`config.mk`:
```
export PLATFORM = sky130hd
export DESIGN_NAME = fft_8p_input_buffer_flat
export DESIGN_NICKNAME = d
export VERILOG_FILES = /design/src/rtl/fft_8p_input_buffer_if.sv /design/src/rtl/fft_8p_input_buffer.sv /design/src/flat_wrapper.sv
export SDC_FILE = /design/constraint.sdc
export NUM_CORES = 1
export LEC_CHECK = 0
export CAP_MARGIN = 15
export CORE_MARGIN = 5
export CORE_UTILIZATION = 59
export CTS_BUF_LIST = sky130_fd_sc_hd__clkbuf_4 sky130_fd_sc_hd__clkbuf_8
export DETAILED_ROUTE_END_ITERATION = 8
export PLACE_DENSITY = 0.82
export SYNTH_ARGS = -nofsm -noshare
export SYNTH_HDL_FRONTEND = slang
export SYNTH_SLANG_ARGS = --single-unit
```
`constraint.sdc`:
```
create_clock -name clk -period 4.8 [get_ports clk]
set_input_delay 0.96 -clock clk [delete_from_list [all_inputs] [get_ports clk]]
set_output_delay 0.96 -clock clk [all_outputs]
set_load 0.01 [all_outputs]
```
`src/rtl/fft_8p_input_buffer_if.sv`:
```
// ---------------------------------------------------------------------------
// fft_8p_input_buffer_if
// Bus bundle between the serial sample source / FFT control and the 8-point
// FFT input buffer.
//   in_valid, in_re, in_im : serial sample stream into the buffer
//   in_ready               : buffer can take a sample this cycle
//   en_s2p                 : presented frame is consumed this cycle
//   start                  : 1-cycle pulse when a new frame is first presented
//   frame_valid            : par_re/par_im hold a complete, unconsumed frame
//   par_re, par_im         : 8 slots, slot j at [j*DATA_W +: DATA_W]
//   err_unexp              : sticky, en_s2p seen with no frame presented
// master = upstream source / control side, slave = the buffer itself.
// ---------------------------------------------------------------------------
interface fft_8p_input_buffer_if #(
    parameter int DATA_W = 16
);
    logic                  in_valid;
    logic                  in_ready;
    logic [DATA_W-1:0]     in_re;
    logic [DATA_W-1:0]     in_im;
    logic                  en_s2p;
    logic                  start;
    logic                  frame_valid;
    logic [8*DATA_W-1:0]   par_re;
    logic [8*DATA_W-1:0]   par_im;
    logic                  err_unexp;

    modport master (
        output in_valid, in_re, in_im, en_s2p,
        input  in_ready, start, frame_valid, par_re, par_im, err_unexp
    );

    modport slave (
        input  in_valid, in_re, in_im, en_s2p,
        output in_ready, start, frame_valid, par_re, par_im, err_unexp
    );
endinterface

```
`src/rtl/fft_8p_input_buffer.sv`:
```
// ---------------------------------------------------------------------------
// fft_8p_input_buffer
// Serial-to-parallel input stage of the 8-point FFT. Samples are collected
// into one of two ping-pong banks; a full bank is presented in parallel
// (optionally in bit-reversed slot order) and a start pulse is raised for
// the FFT control FSM. The frame is released by en_s2p.
// Ports:
//   clk      : system clock, rising edge
//   reset_n  : synchronous reset, active-low
//   bus      : slave side of fft_8p_input_buffer_if (sample stream in,
//              parallel frame + start/frame_valid/err_unexp out)
//
// Bank state | meaning
// -----------+-----------------------------------------------------------
// EMPTY      | no data, may be written
// FILLING    | 1..7 samples written
// FULL       | 8 samples, waiting for the read side
// PRESENTED  | on par_re/par_im, waiting for en_s2p
// ---------------------------------------------------------------------------
module fft_8p_input_buffer #(
    parameter int DATA_W      = 16,
    parameter bit BIT_REVERSE = 1'b1
) (
    input  logic                      clk,
    input  logic                      reset_n,
    fft_8p_input_buffer_if.slave      bus
);

    typedef enum logic [1:0] {
        BANK_EMPTY,
        BANK_FILLING,
        BANK_FULL,
        BANK_PRESENTED
    } bank_state_t;

    bank_state_t           bank_q [2];
    bank_state_t           bank_d [2];
    logic [2:0]            wr_cnt_q, wr_cnt_d;
    logic                  wr_bank_q, wr_bank_d;
    logic                  rd_bank_q, rd_bank_d;
    logic                  start_q, start_d;
    logic                  err_q, err_d;
    logic [8*DATA_W-1:0]   par_re_q, par_re_d;
    logic [8*DATA_W-1:0]   par_im_q, par_im_d;

    // Bank storage is not reset; bank state alone decides what is valid.
    logic [DATA_W-1:0]     mem_re [2][8];
    logic [DATA_W-1:0]     mem_im [2][8];

    logic                  in_ready;
    logic                  frame_valid;
    logic                  accept;
    logic                  consume;
    logic [2:0]            wr_slot;
    logic [8*DATA_W-1:0]   frame_re;
    logic [8*DATA_W-1:0]   frame_im;

    // Only the read bank can ever be PRESENTED.
    assign in_ready    = (bank_q[wr_bank_q] == BANK_EMPTY) ||
                         (bank_q[wr_bank_q] == BANK_FILLING);
    assign frame_valid = (bank_q[rd_bank_q] == BANK_PRESENTED);
    assign accept      = bus.in_valid & in_ready;
    assign consume     = bus.en_s2p & frame_valid;
    assign wr_slot     = BIT_REVERSE ? {wr_cnt_q[0], wr_cnt_q[1], wr_cnt_q[2]}
                                     : wr_cnt_q;

    // Frame image of the bank about to be read, with the sample written on
    // this edge forwarded in so an 8th accept can be presented immediately.
    always_comb begin
        frame_re = '0;
        frame_im = '0;
        for (int j = 0; j < 8; j++) begin
            frame_re[j*DATA_W +: DATA_W] = mem_re[rd_bank_d][j];
            frame_im[j*DATA_W +: DATA_W] = mem_im[rd_bank_d][j];
            if (accept && (wr_bank_q == rd_bank_d) && (wr_slot == 3'(j))) begin
                frame_re[j*DATA_W +: DATA_W] = bus.in_re;
                frame_im[j*DATA_W +: DATA_W] = bus.in_im;
            end
        end
    end

    always_comb begin
        bank_d[0] = bank_q[0];
        bank_d[1] = bank_q[1];
        wr_cnt_d  = wr_cnt_q;
        wr_bank_d = wr_bank_q;
        rd_bank_d = rd_bank_q;
        start_d   = 1'b0;
        err_d     = err_q | (bus.en_s2p & ~frame_valid);
        par_re_d  = par_re_q;
        par_im_d  = par_im_q;

        if (consume) begin
            bank_d[rd_bank_q] = BANK_EMPTY;
            rd_bank_d         = ~rd_bank_q;
        end

        // Accept and consume always target different banks: the write bank
        // is EMPTY/FILLING while the consumed bank is PRESENTED.
        if (accept) begin
            if (wr_cnt_q == 3'd7) begin
                bank_d[wr_bank_q] = BANK_FULL;
                wr_cnt_d          = 3'd0;
                wr_bank_d         = ~wr_bank_q;
            end else begin
                bank_d[wr_bank_q] = BANK_FILLING;
                wr_cnt_d          = wr_cnt_q + 3'd1;
            end
        end

        // Present on the same edge the read bank becomes (or already is)
        // FULL, so frame_valid/start appear the cycle after the 8th accept
        // or the consume.
        if ((bank_d[0] != BANK_PRESENTED) && (bank_d[1] != BANK_PRESENTED) &&
            (bank_d[rd_bank_d] == BANK_FULL)) begin
            bank_d[rd_bank_d] = BANK_PRESENTED;
            start_d           = 1'b1;
            par_re_d          = frame_re;
            par_im_d          = frame_im;
        end
    end

    always_ff @(posedge clk) begin
        if (!reset_n) begin
            bank_q[0] <= BANK_EMPTY;
            bank_q[1] <= BANK_EMPTY;
            wr_cnt_q  <= 3'd0;
            wr_bank_q <= 1'b0;
            rd_bank_q <= 1'b0;
            start_q   <= 1'b0;
            err_q     <= 1'b0;
            par_re_q  <= '0;
            par_im_q  <= '0;
        end else begin
            bank_q[0] <= bank_d[0];
            bank_q[1] <= bank_d[1];
            wr_cnt_q  <= wr_cnt_d;
            wr_bank_q <= wr_bank_d;
            rd_bank_q <= rd_bank_d;
            start_q   <= start_d;
            err_q     <= err_d;
            par_re_q  <= par_re_d;
            par_im_q  <= par_im_d;
        end
    end

    always_ff @(posedge clk) begin
        if (reset_n && accept) begin
            mem_re[wr_bank_q][wr_slot] <= bus.in_re;
            mem_im[wr_bank_q][wr_slot] <= bus.in_im;
        end
    end

    assign bus.in_ready    = in_ready;
    assign bus.frame_valid = frame_valid;
    assign bus.start       = start_q;
    assign bus.err_unexp   = err_q;
    assign bus.par_re      = par_re_q;
    assign bus.par_im      = par_im_q;

endmodule

```
`src/flat_wrapper.sv`:
```
// flat-port wrapper written by rule: the top's interface ports become plain ports
module fft_8p_input_buffer_flat 
#(
    parameter int DATA_W      = 16,
    parameter bit BIT_REVERSE = 1'b1
)
  (clk, reset_n, bus_in_valid, bus_in_re, bus_in_im, bus_en_s2p, bus_in_ready, bus_start, bus_frame_valid, bus_par_re, bus_par_im, bus_err_unexp);
  fft_8p_input_buffer_if #(.DATA_W(DATA_W)) bus_i ();
  input  logic clk;
  input  logic reset_n;
  input wire logic [$bits(bus_i.in_valid)-1:0] bus_in_valid;
  input wire logic [$bits(bus_i.in_re)-1:0] bus_in_re;
  input wire logic [$bits(bus_i.in_im)-1:0] bus_in_im;
  input wire logic [$bits(bus_i.en_s2p)-1:0] bus_en_s2p;
  output wire logic [$bits(bus_i.in_ready)-1:0] bus_in_ready;
  output wire logic [$bits(bus_i.start)-1:0] bus_start;
  output wire logic [$bits(bus_i.frame_valid)-1:0] bus_frame_valid;
  output wire logic [$bits(bus_i.par_re)-1:0] bus_par_re;
  output wire logic [$bits(bus_i.par_im)-1:0] bus_par_im;
  output wire logic [$bits(bus_i.err_unexp)-1:0] bus_err_unexp;
  assign bus_i.in_valid = bus_in_valid;
  assign bus_i.in_re = bus_in_re;
  assign bus_i.in_im = bus_in_im;
  assign bus_i.en_s2p = bus_en_s2p;
  assign bus_in_ready = bus_i.in_ready;
  assign bus_start = bus_i.start;
  assign bus_frame_valid = bus_i.frame_valid;
  assign bus_par_re = bus_i.par_re;
  assign bus_par_im = bus_i.par_im;
  assign bus_err_unexp = bus_i.err_unexp;
  fft_8p_input_buffer #(.DATA_W(DATA_W), .BIT_REVERSE(BIT_REVERSE)) u_core (.clk(clk), .reset_n(reset_n), .bus(bus_i));
endmodule
```
# == After elaboration in Yosys (flattened, before gate mapping) ==
# Memory sizes are Yosys's and may differ from the RTL's. A register that Yosys moved wholly into a read port is not among the register bits.
# Index checks and enable logic that the tools add are counted.
# totals
reg_bits,7
ramBits,516
input_bits,36
output_inout_bits,260
wordCells,84
mem_count,3
# mem_list
memory,words,word_bits,rd,rd_clocked_by_memory_dff,write_ports,line_no,rtl
u_core.mem_im,2,128,1,1,1,fft_8p_input_buffer.sv:48,logic [DATA_W-1:0] mem_im [2][8];
u_core.mem_re,2,128,1,1,1,fft_8p_input_buffer.sv:47,logic [DATA_W-1:0] mem_re [2][8];
u_core.bank_q,2,2,4,2,2,fft_8p_input_buffer.sv:36,bank_state_t bank_q [2];
# op_classes
n_addsub,1
order_cmp,8
n_eq_ne,6
muxes,27
n_bitwise,22
n_reduce_logical,12
# ops
cell,n
two-way mux 128 bit,1
demux 16 bit (select 3 bit),1
two-way mux 16 bit,1
two-way mux 2 bit,8
two-way mux 4 bit,4
two-way mux 1 bit,8
logical AND 1 bit,7
demux 2 bit (select 1 bit),3
">= comparator 2 bit, second input constant",3
"less-than comparator 2 x 1 -> 1 bit, second input constant",3
NOT 1 -> 2 bit,3
AND 2 bit,2
AND 4 bit,1
"equality test 2 bit, second input constant",2
">= comparator 4 bit, second input constant",1
"less-than comparator 4 x 1 -> 1 bit, second input constant",1
"!= test 2 bit, second input constant",2
NOT 2 bit,2
NOT 3 -> 4 bit,1
NOT 4 bit,1
bitwise OR 2 bit,2
bitwise OR 4 bit,1
"adder 3 x 1 -> 3 bit, second input constant",1
AND 1 bit,3
9 further kinds,14

# == Longest topological paths before layout ==
# Gate-level depths: netlist of run 1.
# depth
depth_word,18
depth_mapped,9
mapped_depth_nobuf,8

# == Worst setup path before layout of run 1 ==
# Ideal clock, no wire load.
# synth_timing
kind,input to register
from,input port reset_n
to,memory u_core.mem_im[0][112] (netlist bit) (enable)
setup_ns,0.461
arrival_time_ns,3.818
required_ns,4.339
path_slack_ns,0.521
path_stages,5
n_path_buf,1
path_cell_list,buf_2 -> clkinv_1 -> nor2_1 -> nand2_1 -> nor3_1
# synth_via
elab_chain_cells,3
# synth_rtl
element,line_no,rtl
from (decl),flat_wrapper.sv:10,input logic reset_n;
logical AND 1 bit,fft_8p_input_buffer.sv:148,if (reset_n && accept) begin
two-way mux 1 bit,fft_8p_input_buffer.sv:148,
two-way mux 128 bit (not written as such),fft_8p_input_buffer.sv:150,mem_im[wr_bank_q][wr_slot] <= bus.in_im;
to (decl),fft_8p_input_buffer.sv:48,
# Every way passes these cells.

# == Final worst setup path of run 1 ==
# layout_timing
from,input port bus_en_s2p
to,"register u_core.par_im_q[92], in the netlist u_core.bus.par_im[92], read port of u_core.mem_im"
# layout_via
elab_chain_cells,10
word_cells_on_any_way,18
classes_between,eq/ne (3); mux (7); bitwise (6); reduce/logical (2)
# layout_rtl
element,line_no,rtl
from (decl),flat_wrapper.sv:14,input wire logic [$bits(bus_i.en_s2p)-1:0] bus_en_s2p;
AND 1 bit *,fft_8p_input_buffer.sv:63,assign consume = bus.en_s2p & frame_valid;
two-way mux 4 bit,fft_8p_input_buffer.sv:93,if (consume) begin
bitwise OR 2 bit (no line) or AND 2 bit (tied branches),--,
two-way mux 4 bit,fft_8p_input_buffer.sv:101,if (wr_cnt_q == 3'd7) begin
two-way mux 4 bit,fft_8p_input_buffer.sv:100,if (accept) begin
two-way mux 2 bit (not written as such) (3 in a row),fft_8p_input_buffer.sv:115,(bank_d[rd_bank_d] == BANK_FULL)) begin
equality test 2 bit,fft_8p_input_buffer.sv:115,
logical AND 1 bit,fft_8p_input_buffer.sv:114,if ((bank_d[0] != BANK_PRESENTED) && (bank_d[1] != BANK_PRESENTED) &&
to (decl),fft_8p_input_buffer.sv:44,"logic [8*DATA_W-1:0] par_im_q, par_im_d;"
# Every way passes the cells marked *; elsewhere a longest branch is shown, timed or not. The select of a mux whose other input is x is not followed.
# A chain may end at the register's enable or synchronous reset.

==> qor.yml, run 1 <==
yosys:
  synth_cell_type_count: 50
  syn-num-nets: 2444
  syn_area_per_cell_um2: 12.6
  synth-edff-count: 512
  seq_area_frac_synth: 0.685
  ys.flop_type: "edfxtp_1"
  syn_area_um2: 30300
  ys_warn_count: 0
  ys_ff_latch: 781
  syn_inst: 2402
  async_flop_share: 0
drt:
  routed_wirelength_mm: 85.4
  antenna_left: 0
  vias_per_cell: 6.41
  wire_per_inst_um: 24.8
  num_vias: 22000
  dr.pass1.iters: 5
  route.detailed.drc: 0
  drt_iter0_drc: 2476
cts:
  cts_tree: "built"
  cts.path.max_buffers: 3
  cts_setup_buffers: 0
  cts_made_buffers: 117
  clkLatencyLatePin_ns: 0.71
  clkTransAtPathRegs_ns: 0.06
  cts-resized-gates: 0
  cts_sinks: 781
  root_buffer: "clkbuf_8"
  h-tree-depth: 3
  ctsHoldBuffers: 0
grt:
  grt_max_degree: 225
  overflow: 0
  antenna_found_initial: 4
  grt_first_pass_wirelength_mm: 127
  grtUsageTotal: 0.289
  first_global_vias: 22000
power:
  ir_worst_vdd_v: 0.000209
  leakagePower_nw: 12.5
  power.density_nw_per_um2: 365
sta:
  holdWs_ns: 0.454
  finalWorstSetupSlack_ns: 1.46
  setup-violations-final: 0
  drv_slew: 0
  fin_crit_sh: 0.696
  worst_pin_slew_ns: 1.26
  rsz0062_at_grt: "false"
  fmax_mhz: 299
  skew_ns: 0.0258
  fin_crit_ns: 3.34
  max_slew_margin: 0.158
  hold_viol_final: 0
  setup_tns_ns: 0
critical_path:
  cp_data_arrival_time_ns: 3.87
  critPathKind: "input pin to register"
  worst-path-buf-inv: 2
  cpPeakStageDelay_ns: 0.79
  endpoint_kind: "register"
  cp_top_family: "buffers and inverters"
  crit_chain: "clkdlybuf4s50_1, and4b_1, o21ai_0, nand4_1, nand4_4, buf_12, o32ai_1"
  cp-start-kind: "input pin"
  crit_required_ns: 5.33
  crit_path_top_delay_cell: "buf_12"
  r2r_slack_ns: 1.50
  critPathMaxFanout: 224
die:
  num_rows: 83
  core-area_um2: 51100
  dieHeight_um: 237
  die_x_um: 237
  die_area_um2: 56000
  start_util: 0.593
  ioPinCount: 296
finish:
  drive_above_1_share: 0.110
  area_delta_synth_final_pct: 21.0
  nNetsFinal: 2695
  final_util: 0.717
  fillers: 3293
  layout_common_cells: "512 x edfxtp_1, 295 x clkdlybuf4s50_1, 269 x dfxtp_1, 260 x and3_1, 232 x inv_1"
  final_common_cell: "edfxtp_1"
place:
  io_buffers: 295
  dp_hpwl_mm: 47.5
  gp_congestion: 0.866
  dp_slack_ns: 0.873
run:
  drv_cap: 0
worst_hold_path:
  holdCritPathClass: "register to register"
outcome:
  status: "completed"
## synthesized netlist by cell type, types with 7 or more instances
library cell  number  share of area
a211o_1           34         0.0098
a211oi_1         226          0.056
a21oi_1            8         0.0013
a32o_1            32          0.011
and3_1           260          0.054
buf_1             23         0.0028
buf_2             40         0.0066
clkbuf_1         170          0.021
dfxtp_1          269           0.18
edfxtp_1         512           0.51
inv_1            232          0.029
nand2_1           20         0.0025
nand2b_1          33         0.0068
nand3_1            9         0.0015
nor2_1           242          0.030
nor3_1             7         0.0012
o32ai_1          224          0.065
## power by group
group / internal, mW / total [mW] / switching [mW]
Clock: 3.22 / 5.75 / 2.52
Sequential: 7.20 / 7.21 / 0.0161
Combinational: 0.127 / 0.428 / 0.302
## state kept, by name, summed over array words and instances, names as in the netlist, named ones only
name,flops
u_core.bank_q,4
u_core.bus.err_unexp,1
u_core.bus.par_im,128
u_core.bus.par_re,128
u_core.bus.start,1
u_core.mem_im,256
u_core.mem_re,256
u_core.rd_bank_q,1
u_core.wr_bank_q,1
u_core.wr_cnt_q,3
## metal layers
layer / part of all wire / global-route usage
met4: 0.048 / 0.147
met2: 0.48 / 0.466
met3: 0.098 / 0.0637
met5: 0.00040 / 0
met1: 0.37 / 0.373
## kinds of logic (layout without fill, tap and decap cells)
family,after synthesis,count (layout),share of synthesized area
AO/OA/AOI/OAI,544,544,0.148
flip-flops,781,781,0.685
adder cells (fa/ha/maj),6,6,0.00248
multiplexers,1,1,0.000495
buffers and inverters,467,819,0.0595
AND/OR/NAND/NOR,602,602,0.104
other,0,2,0
XOR/XNOR,1,1,0.000289
## worst min-delay path: stages, from the launching register on
cell and delay, ns:
dfxtp_1 0.31, inv_1 0.05, o32ai_1 0.05
## through the flow
step	area (um^2)	instances	power [mW]
after CTS	36500	3428	13.4
after global placement	34000	3208	7.74
final	36600	3436	13.4
after floorplan	30300	2402	7.54
after global routing	36600	3436	13.8
after detailed placement	34000	3208	7.76
## final cells by class
type | count | area (um^2) | share of cell area
timing repair buffer | 365 | 3690 | 0.101
sequential | 781 | 20800 | 0.566
tap | 680 | 851 | 0.0232
inverter | 234 | 878 | 0.0240
clock inverter | 39 | 250 | 0.00683
multi-input combinational | 1154 | 7900 | 0.216
antenna | 2 | 5.00 | 0.000137
clock buffer | 181 | 2320 | 0.0632
## final timing paths
path,from,to,cells past startpoint
min,u_core.bus.par_re[73],u_core.bus.par_re[73],2
max reg2reg,u_core.wr_bank_q,u_core.bus.par_im[92],6
max,bus_en_s2p,u_core.bus.par_im[92],7
min reg2reg,u_core.bus.par_re[73],u_core.bus.par_re[73],2
(Power assumes the default switching activity.)
==> run 2: changes to the inputs <==
Settings changed: CORE_UTILIZATION 59 to 53, PLACE_DENSITY 0.82 to 0.78.
Clock period 4.8 ns to 2.7 ns, I/O delays scaled along.
==> run 2 against run 1 <==
  * Total power increased by 77%
  * Clock power increased by 73%
  * Sequential power increased by 78%
  * Register-to-register slack got worse by 1.4 ns
  * Critical path depth increased by 2
  * Wire length increased by 4.4%
  * Die area increased by 11%
  * Via count increased by 2.1%
  * Worst setup slack got worse by 1.4 ns
  * Non-clock buffer count increased by 148
  * Sequential share of layout area decreased by 2.9 points
==> qor.yml, run 2 (synthesis gave the netlist of run 1 again) <==
outcome:
  status: "completed"
critical_path:
  r2r_cells: 9
  critPathKind: "register to register"
  endpoint_kind: "register"
  critPathMaxFanout: 33
  cp-start-kind: "register"
  crit_top_cell: "buf_4"
  cpPeakStageDelay_ns: 0.41
  r2r_end: "u_core.bus.par_im[22]"
  crit_path_top_delay_cell: "or3_1"
  r2r_slack_ns: 0.08
  crit_chain: "mux2_4, buf_4, or3_1, a211o_1, nand4_4, buf_4, inv_1, buf_12, a32o_1"
  cp_data_arrival_time_ns: 3.21
  crit_required_ns: 3.29
sta:
  worst_pin_slew_ns: 0.890
  hold_viol_final: 0
  finalWorstSetupSlack_ns: 0.0814
  setup-violations-final: 0
  fin_crit_ns: 2.62
  fmax_mhz: 382
  fin_crit_sh: 0.970
  skew_ns: 0.0359
  holdWs_ns: 0.444
  setup_tns_ns: 0
  drv_slew: 0
  max_slew_margin: 0.402
  rsz0062_at_grt: "false"
cts:
  h-tree-depth: 3
  cts_tree: "built"
  root_buffer: "clkbuf_8"
  ctsHoldBuffers: 0
  clkLatencyLatePin_ns: 0.74
  clkTransAtPathRegs_ns: 0.07
  cts_sinks: 781
  cts_made_buffers: 112
  cts.path.max_buffers: 3
die:
  ioPinCount: 296
  num_rows: 87
  die_x_um: 249
  dieHeight_um: 249
  start_util: 0.536
  die_area_um2: 62000
  core-area_um2: 56500
power:
  p_seq_frac: 0.540
  power.density_nw_per_um2: 614
  leakagePower_nw: 13.4
  switching_share: 0.214
  ir_worst_vdd_v: 0.000419
  share_comb_of_total_power: 0.039
  power.internal_mw: 18.6
  clkPwrFrac: 0.420
  switchingPower_mw: 5.09
drt:
  num_vias: 22500
  routed_wirelength_mm: 89.1
  vias_per_cell: 6.15
  drt_iter0_drc: 2469
  route.detailed.drc: 0
  antenna_left: 0
  wire_per_inst_um: 24.4
  dr.pass1.iters: 5
finish:
  layout_common_cells: "512 x edfxtp_1, 294 x clkdlybuf4s50_1, 262 x dfxtp_1, 259 x and3_1, 232 x inv_1"
  final_area_um2: 38600
  area_delta_synth_final_pct: 27.5
  nNetsFinal: 2838
  drive_above_1_share: 0.160
  final_util: 0.684
  reg.largest.list: "u_core.mem_im x256, u_core.mem_re x256"
  final_common_cell: "edfxtp_1"
worst_hold_path:
  min_to: "u_core.bus.err_unexp"
  holdCritPathClass: "register to register"
  holdPathStages: 2
  hp-start: "u_core.bus.err_unexp"
grt:
  antenna_found_initial: 4
  grt_first_pass_wirelength_mm: 133
  overflow: 0
  grt_max_degree: 107
  grtUsageTotal: 0.272
  first_global_vias: 22800
place:
  post_dp_cell_area_um2: 36000
  io_buffers: 295
  gp_congestion: 0.871
  dp_hpwl_mm: 53.6
  dp_slack_ns: -0.542
run:
  drv_cap: 0
==> run 2: final cells by class <==
class                      instances  area, um^2
multi-input combinational       1154        7950
antenna                            2        5.00
inverter                         234         878
tap                              756         946
clock inverter                    38         320
timing repair buffer             513        5620
fill                            3686       17900
sequential                       781       20800
clock buffer                     175        2130
==> run 2: stage by stage <==
stage	instances	total power, mW
finish	3653	23.7
global route	3653	24.4
CTS	3645	23.8
detailed placement	3432	14.0
global placement	3432	13.9
floorplan	2402	13.4
==> run 2: layer usage <==
layer / track usage / part of all wire
met5: 0 / 0.00025
met4: 0.124 / 0.041
met2: 0.464 / 0.50
met3: 0.0563 / 0.089
met1: 0.337 / 0.37
==> run 2: timing repair <==
action / in CTS / in global routing
endpoints found under the hold margin: 0 / 0
gates resized for setup: 6 / 8
pin swaps: 0 / 2
setup endpoints to repair: 2 / 85
setup buffers: 0 / 4
cloned: 0 / 2
==> run 2: worst max path at each step <==
stage | endpoint | slack, ns | startpoint | cells after the start
4_1_cts | bus_frame_valid | 0.01 | u_core.bank_q[0][1] | 4
3_5_place_dp | u_core.bus.par_im[97] | -0.54 | bus_en_s2p | 8
6_report | u_core.bus.par_im[22] | 0.08 | register | 9
5_1_grt | u_core.bus.par_re[73] | 0.006 | register | 8
3_3_place_gp | u_core.bus.par_im[99] | -0.47 | bus_en_s2p | 8
2_1_floorplan | u_core.mem_im[0][100] | -0.33 | u_core.bank_q[1][1] | 7
==> run 2: power by group through the flow <==
stage | sequential, mW | clock, mW | combinational [mW]
global route | 12.8 | 10.6 | 0.969
CTS | 12.8 | 10.0 | 0.900
finish | 12.8 | 9.97 | 0.929
detailed placement | 13.1 | 0 | 0.896
floorplan | 13.1 | 0 | 0.328
global placement | 13.1 | 0 | 0.870
==> run 2: critical path: cells and delay by family, from the launching register on <==
kind,cells,cell delay [ns]
AO/OA/AOI/OAI,2,0.57
buffers and inverters,4,0.64
flip-flops,1,0.38
multiplexers,1,0.32
AND/OR/NAND/NOR,2,0.54
==> run 3: changes to the inputs <==
Settings changed: MAX_ROUTING_LAYER set to met4, PLACE_DENSITY 0.78 to 0.88.
==> run 3 against run 2 <==
  * Utilization decreased by 0.75 points
  * Worst setup slack worse by 0.023 ns
  * Wire length rose by 1.4%
  * Cell count shrank 1.2%
  * Largest power group unchanged
  * Highest routed layer is now met4
==> qor.yml, run 3 (synthesis gave the netlist of run 1 again) <==
outcome:
  status: "completed"
cts:
  cts.path.max_buffers: 3
  cts_setup_buffers: 0
  clkTransAtPathRegs_ns: 0.06
  cts_made_buffers: 112
  root_buffer: "clkbuf_8"
  cts_sinks: 781
  cts_tree: "built"
  clkLatencyLatePin_ns: 0.71
  h-tree-depth: 3
sta:
  fin_crit_sh: 0.978
  max_slew_margin: 0.568
  worst_pin_slew_ns: 0.646
  fin_crit_ns: 2.64
  setup-violations-final: 0
  drv_slew: 0
  hold_viol_final: 0
  skew_ns: 0.0275
  fmax_mhz: 379
grt:
  antenna_found_initial: 5
  grtUsageTotal: 0.285
  grt_max_degree: 107
  first_global_vias: 23300
  overflow: 0
  grt_first_pass_wirelength_mm: 136
place:
  io_buffers: 295
  dp_hpwl_mm: 54.3
  gp_congestion: 0.893
  post_dp_cell_area_um2: 35700
drt:
  routed_wirelength_mm: 90.3
  dr.pass1.iters: 6
  antenna_left: 0
  route.detailed.drc: 0
  drt_iter0_drc: 2807
  wire_per_inst_um: 25.0
  num_vias: 22900
  vias_per_cell: 6.35
finish:
  reg.largest.list: "u_core.mem_im x256, u_core.mem_re x256"
  nNetsFinal: 2793
  final_common_cell: "edfxtp_1"
  drive_above_1_share: 0.147
  final_area_um2: 38200
  layout_common_cells: "512 x edfxtp_1, 294 x clkdlybuf4s50_1, 266 x dfxtp_1, 260 x and3_1, 232 x inv_1"
  area_delta_synth_final_pct: 26.1
critical_path:
  critPathLaunch: "u_core.wr_cnt_q[1]"
  cp_data_arrival_time_ns: 3.23
  cpPeakStageDelay_ns: 0.40
  r2r_cells: 9
  critPathCapture: "u_core.bus.par_re[1]"
  endpoint_kind: "register"
  critPathMaxFanout: 26
  r2r_start: "u_core.wr_cnt_q[1]"
  critPathKind: "register to register"
  crit_required_ns: 3.29
  cp-start-kind: "register"
  crit_top_cell: "buf_12"
  crit_chain: "ha_1, ha_2, nand2_1, or3_1, nand4_1, nand4_4, buf_12, buf_12, o32ai_1"
  cp_top_family: "simple AND/OR/NAND/NOR gates"
  worst-path-buf-inv: 2
  r2r_end: "u_core.bus.par_re[1]"
  crit_path_top_delay_cell: "dfxtp_1"
  cp.depth: 9
  r2r_slack_ns: 0.06
power:
  leakagePower_nw: 13.1
  ir_worst_vdd_v: 0.000406
  p_seq_frac: 0.542
  switchingPower_mw: 5.08
  power.internal_mw: 18.6
  clkPwrFrac: 0.422
  switching_share: 0.215
  finalPower_mw: 23.7
  power.density_nw_per_um2: 619
  share_comb_of_total_power: 0.037
die:
  die_area_um2: 62000
  core-area_um2: 56500
  die_x_um: 249
  ioPinCount: 296
  start_util: 0.536
  dieHeight_um: 249
  num_rows: 87
worst_hold_path:
  holdCritPathClass: "register to register"
run:
  drv_cap: 0
-- run 3: cell types whose count changed in the layout (fill, tap and decap cells not counted), moves of 2 or more --
cell        previous run  this run
buf_12                78        74
buf_4                137        99
clkbuf_16              2         0
clkbuf_4              45        38
clkbuf_8             130       136
clkinv_1              14         8
clkinv_2              14        21
clkinvlp_4             3         0
dfxtp_1              262       266
dfxtp_2                7         3
diode_2                2         4
inv_6                  2         5
o32ai_1              223       221
o32ai_2                1         3
-- run 3: metal layers --
layer	up-vias	part of all wire	global-route usage
met5	-	0	-
met4	0	0.049	0.140
met3	333	0.11	0.0636
met2	1567	0.49	0.462
met1	11200	0.36	0.341
li1	9773	-	-
-- run 3: stage by stage --
step / TNS, ns / hold slack [ns] / setup slack, ns / instances / utilization
global placement: -35.86 / 0.443 / -0.241 / 3393 / 0.632
global route: -0.00148 / 0.476 / -0.00148 / 3608 / 0.676
CTS: 0 / 0.454 / 0.0112 / 3604 / 0.675
floorplan: -102.91 / 0.469 / -0.327 / 2402 / -
finish: 0 / 0.456 / 0.0586 / 3608 / 0.676
detailed placement: -50.52 / 0.444 / -0.341 / 3393 / 0.632
-- run 3: cell type report --
class                           instances  area [um^2]
Sequential cell                       781        20800
Inverter                              234          878
Fill cell                            3471        18300
Tap cell                              756          946
Antenna cell                            4         10.0
Clock inverter                         37          295
Timing Repair Buffer                  468         5180
Multi-Input combinational cell       1154         7970
Clock buffer                          174         2160
-- run 3: worst min path at each step --
stage                      startpoint                endpoint  cells after the start
2_1_floorplan      u_core.wr_cnt_q[1]      u_core.wr_cnt_q[1]                      2
3_3_place_gp   u_core.bus.par_im[124]  u_core.bus.par_im[124]                      2
3_5_place_dp     u_core.bus.err_unexp    u_core.bus.err_unexp                      2
4_1_cts          u_core.bus.err_unexp    u_core.bus.err_unexp                      2
5_1_grt          u_core.bus.err_unexp    u_core.bus.err_unexp                      2
6_report         u_core.bus.err_unexp    u_core.bus.err_unexp                      2
-- run 3: power groups by stage --
stage               logic, mW  clock network (mW)  registers [mW]
finish                  0.869                9.97            12.8
global route            0.899                10.6            12.8
CTS                     0.849                10.0            12.8
detailed placement      0.844                   0            13.1
global placement        0.809                   0            13.1
floorplan               0.328                   0            13.1
-- run 3: worst min-delay path: stages, from the launching register on --
cell and delay, ns:
dfxtp_1 0.31, inv_1 0.05, a21oi_1 0.05
-- run 3: what timing repair did --
| action | CTS | global route |
|---|---|---|
| pin swaps | 0 | 0 |
| gates resized for setup | 6 | 5 |
| setup endpoints to repair | 5 | 30 |
| hold buffers | 0 | 0 |
